--- src/rtl/sa_skew_feeder.sv ---
// sa_skew_feeder: buffers an N-beat operand set and drives a systolic array's skewed edges
// Ports:
//   clk, rst        clock, asynchronous active-low reset
//   in_valid/ready  upstream handshake; one k-slice per beat
//   in_a_col        column k of A, element i at [i*DATA_WIDTH +: DATA_WIDTH]
//   in_b_row        row k of B, element j at [j*DATA_WIDTH +: DATA_WIDTH]
//   a_edge, b_edge  registered left/top edge operands, diagonally skewed and zero padded
//   busy            streaming or draining
//   done            one-cycle pulse once PE(N-1,N-1) holds its final sum
module sa_skew_feeder #(
    parameter int DATA_WIDTH = 10,
    parameter int N = 4
) (
    input  logic                    clk,
    input  logic                    rst,
    input  logic                    in_valid,
    output logic                    in_ready,
    input  logic [N*DATA_WIDTH-1:0] in_a_col,
    input  logic [N*DATA_WIDTH-1:0] in_b_row,
    output logic [N*DATA_WIDTH-1:0] a_edge,
    output logic [N*DATA_WIDTH-1:0] b_edge,
    output logic                    busy,
    output logic                    done
);
    localparam int W  = N * DATA_WIDTH;
    localparam int TW = $clog2(3 * N);
    localparam int CW = $clog2(N);
    typedef enum logic [1:0] {LOAD, STREAM, DRAIN} state_t;
    state_t              state_q, state_d;
    logic [CW-1:0]       cnt_q, cnt_d;
    logic [TW-1:0]       t_q, t_d;
    logic [N-1:0][W-1:0] a_col_q, a_col_d, b_row_q, b_row_d;
    logic [W-1:0]        a_edge_q, a_edge_d, b_edge_q, b_edge_d;
    logic                done_q, done_d;
    always_comb begin
        state_d = state_q;
        cnt_d   = cnt_q;
        t_d     = t_q;
        a_col_d = a_col_q;
        b_row_d = b_row_q;
        done_d  = 1'b0;
        case (state_q)
            LOAD: if (in_valid) begin
                a_col_d[cnt_q] = in_a_col;
                b_row_d[cnt_q] = in_b_row;
                cnt_d = cnt_q + 1'b1;
                if (cnt_q == CW'(N - 1)) begin
                    cnt_d   = '0;
                    t_d     = '0;
                    state_d = STREAM;
                end
            end
            STREAM: begin
                t_d = t_q + 1'b1;
                if (t_q == TW'(2 * N - 2)) state_d = DRAIN;
            end
            DRAIN: begin
                t_d = t_q + 1'b1;
                if (t_q == TW'(3 * N - 3)) begin
                    t_d     = '0;
                    done_d  = 1'b1;
                    state_d = LOAD;
                end
            end
            default: state_d = LOAD;
        endcase
        // edges are registered, so they are computed from the next cycle's t and buffer
        // contents; this lets the t=0 values appear right after the last load beat
        a_edge_d = '0;
        b_edge_d = '0;
        if (state_d == STREAM) begin
            for (int i = 0; i < N; i++) begin
                if (int'(t_d) >= i && int'(t_d) - i < N) begin
                    a_edge_d[i*DATA_WIDTH +: DATA_WIDTH] = a_col_d[CW'(int'(t_d) - i)][i*DATA_WIDTH +: DATA_WIDTH];
                    b_edge_d[i*DATA_WIDTH +: DATA_WIDTH] = b_row_d[CW'(int'(t_d) - i)][i*DATA_WIDTH +: DATA_WIDTH];
                end
            end
        end
    end
    always_ff @(posedge clk or negedge rst) begin
        if (!rst) begin
            state_q  <= LOAD;
            cnt_q    <= '0;
            t_q      <= '0;
            a_col_q  <= '0;
            b_row_q  <= '0;
            a_edge_q <= '0;
            b_edge_q <= '0;
            done_q   <= 1'b0;
        end else begin
            state_q  <= state_d;
            cnt_q    <= cnt_d;
            t_q      <= t_d;
            a_col_q  <= a_col_d;
            b_row_q  <= b_row_d;
            a_edge_q <= a_edge_d;
            b_edge_q <= b_edge_d;
            done_q   <= done_d;
        end
    end
    assign in_ready = state_q == LOAD;
    assign busy     = state_q != LOAD;
    assign done     = done_q;
    assign a_edge   = a_edge_q;
    assign b_edge   = b_edge_q;
endmodule

--- config.mk ---
export PLATFORM = sky130hd
export DESIGN_NAME = sa_skew_feeder
export DESIGN_NICKNAME = d
export VERILOG_FILES = /design/src/rtl/sa_skew_feeder.sv
export SDC_FILE = /design/constraint.sdc
export NUM_CORES = 1
export LEC_CHECK = 0
export CELL_PAD_IN_SITES_DETAIL_PLACEMENT = 1
export CELL_PAD_IN_SITES_GLOBAL_PLACEMENT = 1
export CORE_MARGIN = 8
export CORE_UTILIZATION = 25
export DETAILED_ROUTE_END_ITERATION = 12
export PLACE_DENSITY = 0.53
export REMOVE_ABC_BUFFERS = 1
export SYNTH_ARGS = -nofsm -noshare
export SYNTH_HDL_FRONTEND = slang
export SYNTH_SLANG_ARGS = --single-unit
--- constraint.sdc ---
create_clock -name clk -period 5.6 [get_ports clk]
set_input_delay 1.4 -clock clk [delete_from_list [all_inputs] [get_ports clk]]
set_output_delay 1.4 -clock clk [all_outputs]
set_load 0.01 [all_outputs]
[Word level (Yosys, flattened, before mapping)]
Cells that the tools add are included.
Word-level totals
  register bits: 409
  input bits: 83
  output and inout bits: 83
  word-level logic and storage cells: 99
Cells by class
  add/subtract/negate cells: 5
  order comparisons: 13
  equal/unequal tests: 6
  muxes and demuxes: 54
  reduce and logical (&&, ||, !) cells: 7
Operators with widths (count)
  binary-select mux 40 bit (select 2 bit): 8
  2-to-1 mux 160 bit: 4
  bitwise mux 160 bit: 2
  2-to-1 mux 40 bit: 7
  2-to-1 mux 10 bit: 12
  2-to-1 mux 30 bit: 4
  < comparator 32 x 4 -> 1 bit, second input constant: 3
  demux 40 bit (select 2 bit): 1
  2-to-1 mux 20 bit: 4
  < comparator 2 x 4 -> 1 bit, second input constant: 4
  2-to-1 mux 4 bit: 3
  case mux 4 bit (3 select lines): 1
  2-to-1 mux 2 bit: 5
  subtractor 4 x 2 -> 5 bit, second input constant: 2
  >= comparator 4 x 2 -> 1 bit, second input constant: 2
  case mux 2 bit (3 select lines): 1
  subtractor 4 x 1 -> 5 bit, second input constant: 1
  adder 4 x 1 -> 4 bit, second input constant: 1
  equality test 2 x 1 -> 1 bit, second input constant: 2
  equality test 2 bit, second input constant: 2
  equality test 4 x 3 -> 1 bit, second input constant: 1
  equality test 4 bit, second input constant: 1
  >= comparator 4 x 1 -> 1 bit, second input constant: 1
  logical AND 1 bit: 4
  8 further kinds: 9

[Logic depth before layout (Yosys ltp)]
  depth after elaboration: 12
  mapped depth: 15
  gate-level depth less buffers: 12

[Worst setup path after synthesis]
No wires, ideal clock.
  kind: input to register
  start: input in_valid
  end: register a_edge_q[10], in the netlist a_edge[10]
  library setup time: 0.073 ns
  arrival time: 3.737 ns
  setup slack: 1.791 ns
  stages: 11
  buffers on the path: 4
  cells stage by stage: a211o_1 nand2_1 a22o_1 clkbuf_1 inv_1 clkbuf_1 ha_1 clkbuf_1 clkbuf_1 o2111ai_1 a21boi_2
On the way
  word-level cells in the longest chain between the ends: 8
  elaborated cells on any way between the ends: 16
RTL lines
  start, declared: line 16  | input logic in_valid,
  parallel branches: the longest is 7 deep, another holds < comparator 32 x 4 -> 1 bit
  2-to-1 mux 40 bit (*): line 71  | if (state_d == STREAM) begin
  via a_edge_d[10]: line 33  | logic [W-1:0] a_edge_q, a_edge_d, b_edge_q, b_edge_d;
  end signal, assigned: line 96  | a_edge_q <= a_edge_d;
  end, declared: line 33
Mark *: on every way through the listed nets, which the timed path passes. The select of a mux whose other input is x is not followed.
A chain may end at the register's enable or synchronous reset.

[Final worst setup path]
  start: input in_valid
  end: register a_edge_q[13], in the netlist a_edge[13]
Same word-level chain as after synthesis.

==> impl_metrics.yaml <==
detailed_routing:
  via_per_inst: 4.58
  firstDrtPassIters: 4
  avgRoutedWirePerCell_um: 19.8
  finalWirelength_um: 48300
  detail-route-antenna-nets: 0
  drcViolationCount: 0
  drtIter0Drc: 381
  vias: 11159
synthesis:
  synth_common_cells: "dfrtp_1, mux2_2, or3_1, nand2b_1, o211ai_1"
  synth_top_family_by_area: "multiplexers"
  yosys.area.top_type: "dfrtp_1"
  postSynthCellCount: 1311
  syn_area_um2: 17900
  synth-adder-area-share: 0.00980
  postSynthAreaPerCell_um2: 13.6
  yosys.area_share.simple: 0.0795
  synth_top_area_frac: 0.573
  synth-xor-area-share: 0.00189
  ys_top_cells_by_area: "dfrtp_1, mux2_2, o211ai_1, or3_1, nand2b_1"
  synthMuxAreaShare: 0.229
  ys_async_sr_fraction: 1.00
  synth-compound-area-share: 0.0789
  yosys_warnings: 0
  synth_edf_count: 0
  synth-seq-area-share: 0.573
  yosysMostFrequentCell: "dfrtp_1"
  ys_ff_latch: 409
  synth_ff_type: "dfrtp_1"
  synth_cell_type_count: 50
power_and_ir_drop:
  clock_power_share: 0.208
  seqPwrFrac: 0.305
  internal_power_w: 0.00965
  swShare: 0.370
  p_sw_w: 0.00567
  power_frac_comb: 0.487
  max-vdd-ir-drop_uv: 965
  p_leak_nw: 8.96
  pwr_density_cell_nw_per_um2: 688
grt:
  grt_pass1_vias: 12834
  grt_pass1_wl_um: 78100
  antenna_found_initial: 3
  grt_max_degree: 201
  grt_usage: 0.121
  grt_overflow: 0
sta:
  fin_skew_ns: 0.0186
  rsz0062_at_grt: "false"
  hold_viol: 0
  period_needed_ns: 4.07
  drv_slew: 0
  setup_slack_ns: 1.53
  max_freq_mhz: 246
  finalSetupTns_ns: 0
  relSlewSlack: 0.296
  setup_viol: 0
  worst_pin_slew_ns: 1.06
  period_share: 0.726
cts:
  root_buffer: "clkbuf_16"
  cts_repair_resize_count: 0
  numCtsBuffers: 50
  clk_latency_ns: 0.57
  path_clk_slew_ns: 0.06
  post_cts_buffers: 0
  cts_tree: "done"
  clock_sinks: 409
  htree_levels: 2
  clk_path_buf_depth: 3
  ctsHoldBuffers: 0
worst_hold_path:
  holdCritPathClass: "flop to flop"
placed_design:
  portBuffers: 165
  gp_congestion: 0.723
  place_ws_ns: 0.933
  dp_hpwl_um: 28900
worst_setup_path:
  worst_setup_path_start_kind: "input port"
  path_cells: "clkdlybuf4s50_1, a211o_1, nand2_1, a22o_2, inv_2, ha_2, buf_12, or3_1, a21boi_2"
  worst_setup_path_end_kind: "flop"
  crit_fanout: 37
  crit_arrival_ns: 4.57
  critPathRequiredTime_ns: 6.10
  max_stage_delay_ns: 0.71
  critical_path_class: "input port to flop"
  cp_slowest_cell: "ha_2"
die:
  rows: 98
  core_region_area_um2: 71100
  start_util: 0.251
  die_area_um2: 80300
  die_w_um: 283
  die_y_um: 283
  ios: 166
layout:
  drive_gt1_frac: 0.314
  utilization: 0.313
  nNetsFinal: 1551
  area_delta_synth_final_pct: 24.5
run_status:
  status: "finished, final reports clean"
flow_run:
  max_cap_violations: 0
## path summary, 6_finish.rpt
check / from / endpoint / slack, ns / cells after the start
hold reg to reg: b_row_q[87]$_DFF_PN0_ / b_row_q[87]$_DFF_PN0_ / 0.47 / 1
setup reg to reg: t_q[0]$_DFF_PN0_ / a_edge[35]$_DFF_PN0_ / 2.08 / 8
hold / removal: b_row_q[87]$_DFF_PN0_ / b_row_q[87]$_DFF_PN0_ / 0.47 / 1
max in group asynchronous: rst / t_q[1]$_DFF_PN0_ / 3.49 / 3
min in group asynchronous: rst / b_row_q[132]$_DFF_PN0_ / 0.91 / 1
setup / recovery: in_valid / a_edge[13]$_DFF_PN0_ / 1.53 / 9
## layout by cell type, fill, tap and decap left out, types with 2 or more instances in the layout
cell type          n
nor3_1             2
clkbuf_1          10
mux2_2           294
clkinv_8           2
nor2_1            42
a21oi_1           32
dfrtp_1          409
mux4_2            20
nand3_1            5
o31ai_1            2
nor4_2             2
clkbuf_8          16
a21boi_2          20
clkinv_2           3
nor2b_1           21
ha_1              13
o21ai_0            3
inv_2              3
nand2_1            6
clkdlybuf4s50_1  164
and3_4             4
a21oi_2            8
or3_1             80
o2111ai_1         30
buf_12             8
clkbuf_16         51
mux2_1            27
o32ai_1            2
buf_4             19
nand2b_1          73
xnor2_1            2
o211ai_1          71
inv_1             12
## flip-flops by register name (all words and copies together) (netlist names)
name	cells
t_q	4
b_edge	40
cnt_q	2
a_col_q	160
a_edge	40
done	1
b_row_q	160
state_q	2
## cell families (layout without fill, tap and decap cells)
kind of cell             count (synthesis)  count (layout)
AND/OR/NAND/NOR                        245             245
buffers and inverters                  116             293
flip-flops                             409             409
multiplexers                           343             343
other                                    0               1
AO/OA/AOI/OAI                          181             181
XOR/XNOR                                 3               3
adder cells (fa/ha/maj)                 14              14
## per-layer routing
metal / wire [um] / up-vias / global-route usage
li1: - / 5027 / -
met1: 21200 / 5903 / 0.153
met2: 24200 / 161 / 0.209
met3: 1910 / 64 / 0.0257
met4: 964 / 4 / 0.0290
met5: 23 / - / 0
## power groups by stage
stage / Combinational (W) / Sequential (W) / Clock [W]
global route: 0.00834 / 0.00484 / 0.00341
detailed placement: 0.00766 / 0.00475 / 0
global placement: 0.00742 / 0.00469 / 0
floorplan: 0.00493 / 0.00462 / 0
finish: 0.00746 / 0.00468 / 0.00318
CTS: 0.00769 / 0.00470 / 0.00331
## stage by stage
step | instances | hold slack, ns | cell area (um2) | power, W
finish | 2439 | 0.472 | 22300 | 0.0153
global route | 2438 | 0.494 | 22300 | 0.0166
CTS | 2438 | 0.477 | 22300 | 0.0157
detailed placement | 2352 | 0.462 | 20600 | 0.0124
global placement | 2352 | 0.455 | 20600 | 0.0121
floorplan | 1210 | 0.447 | 17400 | 0.00955
## layout make-up
class / count / area (um2)
Clock buffer: 77 / 1530
Inverter: 15 / 56.3
Multi-Input combinational cell: 786 / 7190
Timing Repair Buffer: 192 / 1960
Sequential cell: 409 / 10200
Tap cell: 950 / 1190
Clock inverter: 9 / 103
Fill cell: 7539 / 48900
Antenna cell: 1 / 2.50
## critical path: cells and delay by family
family,cells,cell delay (ns)
buffers and inverters,3,1.22
AND/OR/NAND/NOR,2,0.49
adder cells (fa/ha/maj),1,0.71
AO/OA/AOI/OAI,3,0.72
(Power assumes the default switching activity.)
